## src/rtl/conv_output_streamer.sv

```systemverilog
// conv_output_streamer: snapshots the conv result bus on start and streams it one element per beat.
// Define CONV_STREAM_RELU_EN to clamp negative elements to zero on the way out.
module conv_output_streamer #(
    parameter int DATA_WIDTH = 8,
    parameter int OH = 6,
    parameter int OW = 6,
    parameter int K = 6,
    localparam int CW = (K > 1) ? $clog2(K) : 1
) (
    input  logic                           clk,
    input  logic                           reset,
    input  logic [0:K*OH*OW*DATA_WIDTH-1]  conv_in,
    input  logic                           start,
    input  logic                           out_ready,
    output logic                           out_valid,
    output logic [DATA_WIDTH-1:0]          out_data,
    output logic [CW-1:0]                  out_chan,
    output logic                           out_eoc,
    output logic                           out_last,
    output logic                           busy,
    output logic                           done
);
    localparam int NP = OH * OW;
    localparam int NE = K * NP;
    localparam int PW = (NP > 1) ? $clog2(NP) : 1;
    localparam int IW = (NE > 1) ? $clog2(NE) : 1;

    typedef enum logic [1:0] {IDLE, STREAM, DONE} state_t;

    state_t                r_state;
    logic [PW-1:0]         r_pix;
    logic [CW-1:0]         r_chan;
    logic                  r_valid;
    logic                  r_busy;
    logic                  r_done;
    logic [DATA_WIDTH-1:0] r_mem [NE];

    logic                  w_load;
    logic                  w_pix_end;
    logic                  w_chan_end;
    logic [IW-1:0]         w_idx;
    logic [DATA_WIDTH-1:0] w_raw;
    logic [DATA_WIDTH-1:0] w_elem;

    assign w_load     = (r_state == IDLE) && start;
    assign w_pix_end  = r_pix == PW'(NP - 1);
    assign w_chan_end = r_chan == CW'(K - 1);
    assign w_idx      = IW'(int'(r_chan) * NP + int'(r_pix));
    assign w_raw      = r_mem[w_idx];

`ifdef CONV_STREAM_RELU_EN
    assign w_elem = w_raw[DATA_WIDTH-1] ? '0 : w_raw;
`else
    assign w_elem = w_raw;
`endif

    // Snapshot is deliberately left out of reset; it is always reloaded before use.
    for (genvar i = 0; i < NE; i++) begin : g_snap
        always_ff @(posedge clk) begin
            if (w_load) r_mem[i] <= conv_in[i*DATA_WIDTH +: DATA_WIDTH];
        end
    end

    always_ff @(posedge clk or negedge reset) begin
        if (!reset) begin
            r_state <= IDLE;
            r_pix   <= '0;
            r_chan  <= '0;
            r_valid <= 1'b0;
            r_busy  <= 1'b0;
            r_done  <= 1'b0;
        end else begin
            case (r_state)
                IDLE: begin
                    if (start) begin
                        r_state <= STREAM;
                        r_pix   <= '0;
                        r_chan  <= '0;
                        r_valid <= 1'b1;
                        r_busy  <= 1'b1;
                    end
                end
                STREAM: begin
                    if (out_ready) begin
                        if (!w_pix_end) begin
                            r_pix <= r_pix + PW'(1);
                        end else begin
                            r_pix <= '0;
                            if (w_chan_end) begin
                                r_chan  <= '0;
                                r_state <= DONE;
                                r_valid <= 1'b0;
                                r_done  <= 1'b1;
                            end else begin
                                r_chan <= r_chan + CW'(1);
                            end
                        end
                    end
                end
                default: begin
                    r_state <= IDLE;
                    r_done  <= 1'b0;
                    r_busy  <= 1'b0;
                end
            endcase
        end
    end

    assign out_valid = r_valid;
    assign out_data  = r_valid ? w_elem : '0;
    assign out_chan  = r_chan;
    assign out_eoc   = r_valid && w_pix_end;
    assign out_last  = out_eoc && w_chan_end;
    assign busy      = r_busy;
    assign done      = r_done;
endmodule

```

## config.mk

```make
export PLATFORM = sky130hd
export DESIGN_NAME = conv_output_streamer
export DESIGN_NICKNAME = d
export VERILOG_FILES = /design/src/rtl/conv_output_streamer.sv
export SDC_FILE = /design/constraint.sdc
export NUM_CORES = 1
export LEC_CHECK = 0
export BUFFER_PORTS_ARGS = -buffer_cell sky130_fd_sc_hd__buf_4
export CAP_MARGIN = 20
export CORE_AREA = 8 8 675 677
export CTS_BUF_LIST = sky130_fd_sc_hd__clkbuf_4 sky130_fd_sc_hd__clkbuf_8
export CTS_CLUSTER_DIAMETER = 100
export CTS_CLUSTER_SIZE = 24
export DETAILED_ROUTE_END_ITERATION = 10
export DIE_AREA = 0 0 683 685
export SKIP_CTS_REPAIR_TIMING = 1
export SLEW_MARGIN = 30
export SYNTH_ARGS = -nofsm -noshare
export SYNTH_HDL_FRONTEND = slang
export SYNTH_SLANG_ARGS = --single-unit
```

## constraint.sdc

```tcl
create_clock -name clk -period 36.7 [get_ports clk]
set_input_delay 1.835 -clock clk [delete_from_list [all_inputs] [get_ports clk]]
set_output_delay 1.835 -clock clk [all_outputs]
set_load 0.005 [all_outputs]
```

Yosys cells after proc, flatten, opt, wreduce, memory -nomap -nowiden
Memory sizes are Yosys's and may differ from the RTL's. Cells that the tools add are included.

Multiply operators: 1. Add/subtract/negate cells: 3. Equal/unequal tests: 7. Muxes and demuxes: 27. Reduce and logical (&&, ||, !) cells: 11. Bitwise gates (word level): 2.

Operators with widths (count): two-way mux 6 bit (3); two-way mux 3 bit (4); case mux 6 bit (2 select lines) (1); AND reduction 4 bit (3); two-way mux 1 bit (9); adder 8 x 6 -> 8 bit (1); two-way mux 2 bit (4); two-way mux 8 bit (1); inequality test 2 bit, second input constant (4); adder 6 x 1 -> 6 bit, second input constant (1); == test 6 bit, second input constant (1); multiplier 3 x 4 -> 6 bit, second input constant (1); case mux 1 bit (2 select lines) (3); case mux 3 bit (2 select lines) (1); AND reduction 5 bit (1); case mux 2 bit (2 select lines) (1); adder 3 x 1 -> 3 bit, second input constant (1); == test 3 bit, second input constant (1); logical AND 1 bit (3); AND reduction 3 bit (1); == test 2 x 1 -> 1 bit, second input constant (1); logical NOT 2 bit (1); inverter 1 bit (2); AND reduction 2 bit (1); nonzero test 2 bit (1).

Word-level logic and storage cells: 58. Bits of input ports: 1732. Output and inout bits: 16. Register bits after elaboration: 14. Bits in writable memories: 1728. Memories: 1.

Memory list: r_mem (words 216, bits a word 8, read ports 1, clocked after Yosys merged registers in 0, wr ports 216, RTL line 36) `logic [DATA_WIDTH-1:0] r_mem [NE];`.

Logic depth before layout (Yosys ltp)
Gate-level depths: netlist of the first run.

Depth after elaboration: 5. Mapped depth: 13. Depth with buffers taken out: 10.

Least setup slack after synthesis of the first run
OpenSTA, ideal clock, no wires.

Kind: input to register. From: in start. To: mem r_mem[0][0] (enable). Data required time: 34639 ps. Arrival: 35244 ps. Path slack: -604 ps. Setup time: 2061 ps. Stages on the path: 2. Path buffers: 0. Path through: nand2_1 > inv_1.

RTL lines: start: declaration (RTL line 13) `input logic start,`; end: declaration (RTL line 36).

Worst setup path after layout of the first run
From: reg r_chan[1] (netlist: out_chan[1]). To: out out_data[3].

Cells in the longest elaborated chain, start to end: 4.

Ends and longest elaborated chain: start: declaration (RTL line 32) `logic [CW-1:0] r_chan;`; start signal: assignment (RTL line 95) `r_chan <= r_chan + CW'(1);`; multiplier 3 x 4 -> 6 bit (RTL line 48) `assign w_idx = IW'(int'(r_chan) * NP + int'(r_pix));`; adder 8 x 6 -> 8 bit (RTL line 48); memory read (216 x 8 bit); two-way mux 8 bit (RTL line 110) `assign out_data = r_valid ? w_elem : '0;`; end: declaration (RTL line 16) `output logic [DATA_WIDTH-1:0] out_data,`.

Every way passes these cells.

==> results of run 1 <==
-- cells by family (layout without fill, tap and decap cells) --
group,Yosys count,after routing,synth area share (%)
AO/OA/AOI/OAI,300,300,3.13
adder cells (fa/ha/maj),6,6,0.124
other,0,36,0
multiplexers,476,476,15.3
buffers and inverters,159,1993,1.44
flip-flops,1742,1742,78.4
XOR/XNOR,11,11,0.145
AND/OR/NAND/NOR,204,204,1.47
-- routing by layer --
| layer | routed length [microns] | share of wire, % | vias to the layer above | GRT usage [%] |
|---|---|---|---|---|
| li1 | - | - | 16000 | - |
| met3 | 30900 | 8.6 | 392 | 3.94 |
| met2 | 188000 | 53 | 2273 | 26.8 |
| met4 | 7690 | 2.1 | 68 | 3.02 |
| met1 | 131000 | 37 | 20700 | 16.7 |
| met5 | 450 | 0.13 | - | 0 |
-- registers in the layout (all words and copies together), names as in the netlist --
name and count:
out_chan 3, out_valid 1, done 1, r_state 2
busy 1, r_pix 6, r_mem 1728
-- cell usage after synthesis, types with 6 or more instances --
cell                       count
sky130_fd_sc_hd__a211oi_1     13
sky130_fd_sc_hd__a21oi_1      45
sky130_fd_sc_hd__a221oi_1     10
sky130_fd_sc_hd__a22o_1       13
sky130_fd_sc_hd__a22oi_1      83
sky130_fd_sc_hd__and2_1        7
sky130_fd_sc_hd__and3_1        7
sky130_fd_sc_hd__buf_1         9
sky130_fd_sc_hd__buf_2        58
sky130_fd_sc_hd__buf_4        40
sky130_fd_sc_hd__buf_6        14
sky130_fd_sc_hd__clkbuf_1     25
sky130_fd_sc_hd__dfrtp_1      14
sky130_fd_sc_hd__edfxtp_1   1728
sky130_fd_sc_hd__inv_1         9
sky130_fd_sc_hd__mux2_2        6
sky130_fd_sc_hd__mux2i_1      39
sky130_fd_sc_hd__mux4_2      431
sky130_fd_sc_hd__nand2_1      62
sky130_fd_sc_hd__nand2b_1     11
sky130_fd_sc_hd__nand3_1      21
sky130_fd_sc_hd__nand4_1       8
sky130_fd_sc_hd__nor2_1       44
sky130_fd_sc_hd__nor2b_1      10
sky130_fd_sc_hd__nor3_1       14
sky130_fd_sc_hd__nor4_1       10
sky130_fd_sc_hd__o211ai_1      6
sky130_fd_sc_hd__o21ai_0      27
sky130_fd_sc_hd__o22ai_1      51
sky130_fd_sc_hd__xnor2_1       6
-- worst reg2reg max path, cell delays in order, from the launching register on --
cell	delay [ns]
sky130_fd_sc_hd__dfrtp_1	0.48
sky130_fd_sc_hd__nor2_1	0.13
sky130_fd_sc_hd__nand2_1	0.13
sky130_fd_sc_hd__clkinvlp_4	0.09
sky130_fd_sc_hd__buf_4	0.47
sky130_fd_sc_hd__buf_4	0.75
sky130_fd_sc_hd__buf_4	0.78
sky130_fd_sc_hd__buf_4	0.69
sky130_fd_sc_hd__buf_6	0.81
sky130_fd_sc_hd__buf_4	0.93
-- how the worst min path moves through the flow --
| stage | from | to | slack (ns) | cells past startpoint |
|---|---|---|---|---|
| global route | reset | r_state[0]$_DFFE_PN0P_ | 0.55 | 1 |
| finish | done$_DFFE_PN0P_ | done$_DFFE_PN0P_ | 0.56 | 2 |
| floorplan | done$_DFFE_PN0P_ | done$_DFFE_PN0P_ | 0.49 | 2 |
| detailed placement | done$_DFFE_PN0P_ | done$_DFFE_PN0P_ | 0.52 | 2 |
| global placement | done$_DFFE_PN0P_ | done$_DFFE_PN0P_ | 0.50 | 2 |
| CTS | reset | r_state[0]$_DFFE_PN0P_ | 0.46 | 1 |
-- where the power goes --
part	leakage [nW]	total (W)	internal, W	switching (W)
combinational	13.0	0.00225	0.000689	0.00156
clock	1.10	0.00102	0.000313	0.000709
sequential	15.7	0.00220	0.00219	0.0000166
-- layout make-up --
cell class	count	area [sq um]	area share (%)
antenna	36	90.1	0.100
multi-input combinational	997	13700	15.3
tap	5928	7420	8.26
clock inverter	40	711	0.792
inverter	10	41.3	0.0460
timing repair buffer	1833	14000	15.6
clock buffer	110	1500	1.67
sequential	1742	52200	58.2
-- per-stage QoR --
| step | instance area, sq um | util [%] | hold slack (ns) | worst slack [ns] | std cells |
|---|---|---|---|---|---|
| 2_1_floorplan | 66600 | - | 0.490 | 8.36 | 2898 |
| 3_3_place_gp | 87100 | 19.6 | 0.497 | 26.47 | 10500 |
| 3_5_place_dp | 87400 | 19.7 | 0.520 | 27.61 | 10500 |
| 4_1_cts | 89600 | 20.2 | 0.461 | 26.30 | 10700 |
| 5_1_grt | 89700 | 20.2 | 0.551 | 26.36 | 10700 |
| 6_report | 89800 | 20.2 | 0.558 | 26.86 | 10700 |
==> insert_results.sql, run 1 <==
INSERT INTO impl_metrics (metric_group, metric, value, unit) VALUES
('setup_path', 'r2r.worst_path.cells', '9', ''),
('setup_path', 'max_stage_delay', '1.05', 'ns'),
('setup_path', 'start_kind', 'register', ''),
('sta', 'tightest_slew', '0.975', 'ns'),
('setup_path', 'cp_top_family', 'buffers and inverters', ''),
('drt', 'dr.first_iter.drc_count', '4326', ''),
('sta', 'period_minus_slack', '9.84', 'ns'),
('floorplan', 'die_h', '685', 'microns'),
('setup_path', 'timing.setup.critical_path_class', 'reg -> out', ''),
('flow_run', 'drv_cap', '0', ''),
('logic_synthesis', 'synthesis.instances', '2898', ''),
('sta', 'timing_max_transition_violations_final', '0', ''),
('power_and_ir_drop', 'power_density_over_the_cells', '61.0', 'nW/um^2'),
('drt', 'drcViolationCount', '0', ''),
('layout', 'finalNetCount', '6430', ''),
('layout', 'fillerInstances', '46800', ''),
('cts', 'clock_insertion_delay_worst_skew', '1.01', 'ns'),
('setup_path', 'critical_path_depth', '12', ''),
('logic_synthesis', 'synth.cell_area', '66600', 'sq um'),
('setup_path', 'ff2ff_setup_slack', '31.05', 'ns'),
('sta', 'max-slew-margin-rel', '35.0', '%'),
('logic_synthesis', 'ys_ff_latch', '1742', ''),
('global_route', 'antenna_found_initial', '167', ''),
('layout', 'mostFrequentLayoutCell', 'sky130_fd_sc_hd__buf_4', ''),
('place', 'port_buffers', '1747', ''),
('drt', 'total_wirelength', '358', 'mm'),
('global_route', 'grt_pass1_vias', '42300', ''),
('sta', 'fmaxAchievable', '102', 'MHz'),
('setup_path', 'crit_arrival', '8.00', 'ns'),
('sta', 'fin_skew', '0.0765', 'ns'),
('power_and_ir_drop', 'total_leakage_power', '29.8', 'nW'),
('setup_path', 'r2r-end', 'r_mem[152][1]$_DFFE_PP_', ''),
('setup_path', 'setup.worst_path.end', 'out_data[3]', ''),
('floorplan', 'starting_density_of_the_core', '15.0', '%'),
('setup_path', 'worst_setup_sp', 'out_chan[1]$_DFFE_PN0P_', ''),
('logic_synthesis', 'synth.distinct_cells', '65', ''),
('sta', 'finalHoldViolCount', '0', ''),
('logic_synthesis', 'syn-mean-instance-area', '23.0', 'sq um'),
('logic_synthesis', 'postSynthNetCount', '4636', ''),
('logic_synthesis', 'synth-main-ff-cell', 'sky130_fd_sc_hd__edfxtp_1', ''),
('sta', 'portion_of_the_clock_cycle_consumed_by_the_worst_path_in_the_final_layout', '26.8', '%'),
('layout', 'most-common-layout-cells', '1810 x sky130_fd_sc_hd__buf_4, 1728 x sky130_fd_sc_hd__edfxtp_1, 431 x sky130_fd_sc_hd__mux4_2, 108 x sky130_fd_sc_hd__clkbuf_8, 83 x sky130_fd_sc_hd__a22oi_1', ''),
('drt', 'routed_via_density', '3.68', ''),
('cts', 'cts.sink_count', '1742', ''),
('drt', 'wire_per_inst', '33.4', 'microns'),
('setup_path', 'worstPathRequired', '34.86', 'ns'),
('drt', 'route.vias.total', '39400', ''),
('layout', 'post_route_cells_drive_above_1_share', '52.3', '%'),
('cts', 'clock_buffers_created_by_tritoncts', '108', ''),
('logic_synthesis', 'netlist.top_cell.by_area', 'sky130_fd_sc_hd__edfxtp_1', ''),
('logic_synthesis', 'synth-edff-count', '1728', ''),
('cts', 'clock-root-buffer', 'sky130_fd_sc_hd__clkbuf_8', ''),
('setup_path', 'crit-reg2reg-launch', 'r_state[0]$_DFFE_PN0P_', ''),
('layout', 'area.growth.synth_to_final', '34.8', '%'),
('cts', 'cts_tree', 'yes', ''),
('sta', 'finalSetupViolCount', '0', ''),
('setup_path', 'worst_path_most_repeated_cell', 'sky130_fd_sc_hd__buf_4', ''),
('logic_synthesis', 'synth_seq_area_share', '78.4', '%'),
('global_route', 'grt_pass1_wl', '443', 'mm'),
('cts', 'clk_pin_slew', '0.12', 'ns'),
('place', 'dp_hpwl', '291', 'mm'),
('setup_path', 'critical_path.slowest_cell', 'sky130_fd_sc_hd__fa_4', ''),
('outcome', 'outcome', 'complete, no violations', ''),
('floorplan', 'floorplan.core_area', '444000', 'sq um'),
('logic_synthesis', 'ys_warn_count', '0', ''),
('power_and_ir_drop', 'vdd_ir_drop_max', '0.0640', 'mV'),
('cts', 'max-clock-path-buffers', '4', ''),
('floorplan', 'die_area', '468000', 'sq um'),
('power_and_ir_drop', 'total_power', '0.00548', 'W'),
('cts', 'cts_max_level', '3', ''),
('drt', 'route.antenna.remaining_nets', '0', '');
Note: power is estimated with default switching activity, not from simulation.
==> inputs of run 2 (changes only) <==
--- a/config.mk
+++ b/config.mk
@@ -7,12 +7,12 @@
 export LEC_CHECK = 0
 export BUFFER_PORTS_ARGS = -buffer_cell sky130_fd_sc_hd__buf_4
 export CAP_MARGIN = 20
-export CORE_AREA = 8 8 675 677
+export CORE_AREA = 8 8 676 678
 export CTS_BUF_LIST = sky130_fd_sc_hd__clkbuf_4 sky130_fd_sc_hd__clkbuf_8
 export CTS_CLUSTER_DIAMETER = 100
 export CTS_CLUSTER_SIZE = 24
 export DETAILED_ROUTE_END_ITERATION = 10
-export DIE_AREA = 0 0 683 685
+export DIE_AREA = 0 0 684 686
 export SKIP_CTS_REPAIR_TIMING = 1
 export SLEW_MARGIN = 30
 export SYNTH_ARGS = -nofsm -noshare
==> constraint.sdc (replaced) <==
create_clock -name clk -period 9.95 [get_ports clk]
set_input_delay 0.4975 -clock clk [delete_from_list [all_inputs] [get_ports clk]]
set_output_delay 0.4975 -clock clk [all_outputs]
set_load 0.005 [all_outputs]
==> insert_results.sql, run 2 (same netlist as run 1, synthesis figures left out) <==
INSERT INTO impl_metrics (metric_group, metric, value, unit) VALUES
('sta', 'rsz0062_at_grt', 'no', ''),
('setup_path', 'r2r-end', 'r_mem[121][3]$_DFFE_PP_', ''),
('place', 'gp_routability_congestion', '0.862', ''),
('layout', 'area.growth.synth_to_final', '61.3', '%'),
('floorplan', 'die_width', '684', 'microns'),
('cts', 'clock_buffers_created_by_tritoncts', '111', ''),
('global_route', 'grt_max_degree', '174', ''),
('setup_path', 'max_stage_delay', '0.94', 'ns'),
('global_route', 'grt_pass1_wl', '454', 'mm'),
('setup_path', 'r2r.worst_path.cells', '6', ''),
('drt', 'total_wirelength', '387', 'mm'),
('cts', 'cts.sink_count', '1742', ''),
('global_route', 'overflow', '0', ''),
('sta', 'timing_max_transition_violations_final', '0', ''),
('floorplan', 'top_level_ports', '1748', ''),
('setup_path', 'critical_path.slowest_cell', 'sky130_fd_sc_hd__fa_4', ''),
('global_route', 'antenna_found_initial', '238', ''),
('layout', 'fillerInstances', '45200', ''),
('drt', 'dr.first_iter.drc_count', '4136', ''),
('sta', 'portion_of_the_clock_cycle_consumed_by_the_worst_path_in_the_final_layout', '69.9', '%'),
('drt', 'routed_via_density', '3.76', ''),
('floorplan', 'die_area', '469000', 'sq um'),
('sta', 'finalSetupViolCount', '0', ''),
('sta', 'tightest_slew', '1.03', 'ns'),
('floorplan', 'starting_density_of_the_core', '14.9', '%'),
('layout', 'post_route_cells_drive_above_1_share', '38.2', '%'),
('drt', 'route.antenna.remaining_nets', '0', ''),
('flow_run', 'drv_cap', '0', ''),
('setup_path', 'path_max_fanout', '27', ''),
('sta', 'period_minus_slack', '6.96', 'ns'),
('floorplan', 'floorplan.core_area', '447000', 'sq um'),
('sta', 'finalHoldViolCount', '0', ''),
('cts', 'clk_pin_slew', '0.12', 'ns'),
('setup_path', 'crit-reg2reg-launch', 'r_state[0]$_DFFE_PN0P_', ''),
('setup_path', 'crit_arrival', '6.46', 'ns'),
('setup_path', 'start_kind', 'register', ''),
('cts', 'clock_insertion_delay_worst_skew', '1.03', 'ns'),
('place', 'port_buffers', '1747', ''),
('setup_path', 'worstPathRequired', '9.45', 'ns'),
('layout', 'largest_register_ffs', '1728', ''),
('setup_path', 'ff2ff_setup_slack', '6.50', 'ns'),
('cts', 'max-clock-path-buffers', '4', ''),
('sta', 'post-route-worst-setup-slack', '2.99', 'ns'),
('outcome', 'outcome', 'complete, no violations', ''),
('floorplan', 'floorplan.rows', '246', ''),
('setup_path', 'timing.setup.critical_path_class', 'reg -> out', ''),
('setup_path', 'path_cells', 'inv_1 > fa_4 > buf_4 > nor2b_4 > buf_4 > nand2_1 > o22ai_1 > or4_1 > o21ai_0 > o2111ai_1 > o21ai_2 > buf_4', ''),
('sta', 'fin_skew', '0.111', 'ns'),
('sta', 'worst_hold_slack', '0.141', 'ns'),
('setup_path', 'worst_path_most_repeated_cell', 'sky130_fd_sc_hd__buf_4', ''),
('power_and_ir_drop', 'vdd_ir_drop_max', '0.232', 'mV'),
('drt', 'drcViolationCount', '0', ''),
('layout', 'largest-register', 'r_mem', ''),
('sta', 'setup-tns-final', '0', 'ns'),
('drt', 'wire_per_inst', '30.9', 'microns'),
('global_route', 'grt_pass1_vias', '41900', ''),
('global_route', 'global_route.usage.total', '14.9', '%'),
('cts', 'cts_tree', 'yes', ''),
('sta', 'max-slew-margin-rel', '31.5', '%'),
('cts', 'clock-root-buffer', 'sky130_fd_sc_hd__clkbuf_8', ''),
('setup_path', 'end_kind', 'output pin', ''),
('layout', 'mostFrequentLayoutCell', 'sky130_fd_sc_hd__buf_4', ''),
('drt', 'route.vias.total', '47100', ''),
('power_and_ir_drop', 'power_density_over_the_cells', '193', 'nW/um^2'),
('power_and_ir_drop', 'total_power', '0.0208', 'W'),
('place', 'preCtsSetupSlack', '3.94', 'ns'),
('setup_path', 'crit_path_buffers_inverters', '4', ''),
('layout', 'finalNetCount', '8158', ''),
('setup_path', 'cp_top_family', 'buffers and inverters', ''),
('cts', 'cts_max_level', '3', ''),
('power_and_ir_drop', 'total_leakage_power', '37.0', 'nW'),
('drt', 'detailedRoute.firstPassIterationCount', '5', ''),
('place', 'dp_hpwl', '305', 'mm'),
('layout', 'most-common-layout-cells', '1800 x sky130_fd_sc_hd__buf_4, 1731 x sky130_fd_sc_hd__dlygate4sd3_1, 1728 x sky130_fd_sc_hd__edfxtp_1, 431 x sky130_fd_sc_hd__mux4_2, 111 x sky130_fd_sc_hd__clkbuf_8', ''),
('hold_path', 'holdCritPathClass', 'in -> async', ''),
('sta', 'fmaxAchievable', '144', 'MHz'),
('floorplan', 'die_h', '686', 'microns');
[run 2: cell types whose count changed in the layout (fill, tap and decap cells not counted), moves of 3 or more]
cell / previous run / this run
sky130_fd_sc_hd__clkinv_8: 3 / 9
sky130_fd_sc_hd__buf_8: 3 / 0
sky130_fd_sc_hd__nand2_2: 10 / 7
sky130_fd_sc_hd__inv_8: 6 / 2
sky130_fd_sc_hd__clkbuf_8: 108 / 111
sky130_fd_sc_hd__diode_2: 36 / 94
sky130_fd_sc_hd__buf_4: 1810 / 1800
sky130_fd_sc_hd__buf_12: 7 / 15
sky130_fd_sc_hd__dlygate4sd3_1: 0 / 1731
[run 2: final cells by class]
class                           count  area (sq um)  share of cell area (%)
Inverter                           10          41.3                  0.0384
Clock inverter                     42           822                   0.765
Sequential cell                  1742         52200                    48.6
Antenna cell                       94           235                   0.219
Clock buffer                      114          1550                    1.44
Multi-Input combinational cell    997         13700                    12.8
Timing Repair Buffer             3558         31400                    29.2
Tap cell                         5952          7450                    6.93
[run 2: per-layer routing]
layer / part of all wire, % / global-route usage (%)
met5: 0.077 / 0
met4: 3.9 / 4.32
met3: 6.1 / 3.94
met2: 51 / 26.8
met1: 39 / 17.3
[run 2: worst max path at each step]
stage,cells past startpoint,endpoint,startpoint
floorplan,2,r_mem[0][0]$_DFFE_PP_,start
global placement,11,out_data[7],out_chan[1]$_DFFE_PN0P_
detailed placement,12,out_data[4],out_chan[1]$_DFFE_PN0P_
CTS,12,out_data[4],out_chan[1]$_DFFE_PN0P_
global route,12,out_data[4],out_chan[1]$_DFFE_PN0P_
finish,12,out_data[4],out_chan[1]$_DFFE_PN0P_
[run 2: stage by stage]
step | area [sq um] | instances | utilization, %
after floorplan | 66600 | 2898 | -
after CTS | 89700 | 10700 | 20.1
after global placement | 87200 | 10500 | 19.5
final | 107000 | 12500 | 24.1
after detailed placement | 87400 | 10500 | 19.6
after global routing | 107000 | 12500 | 24.0
[run 2: worst register-to-register path, delay by kind of cell, from the launching register on]
family	cells	cell delay, ns
buf+inv	4	2.33
flops	1	0.49
simple gates	2	0.24
[run 2: power breakdown]
part	switching, W	internal [W]	total [W]
clock	0.00269	0.00122	0.00391
sequential	0.0000434	0.00806	0.00811
combinational	0.00578	0.00298	0.00875
total	0.00851	0.0123	0.0208
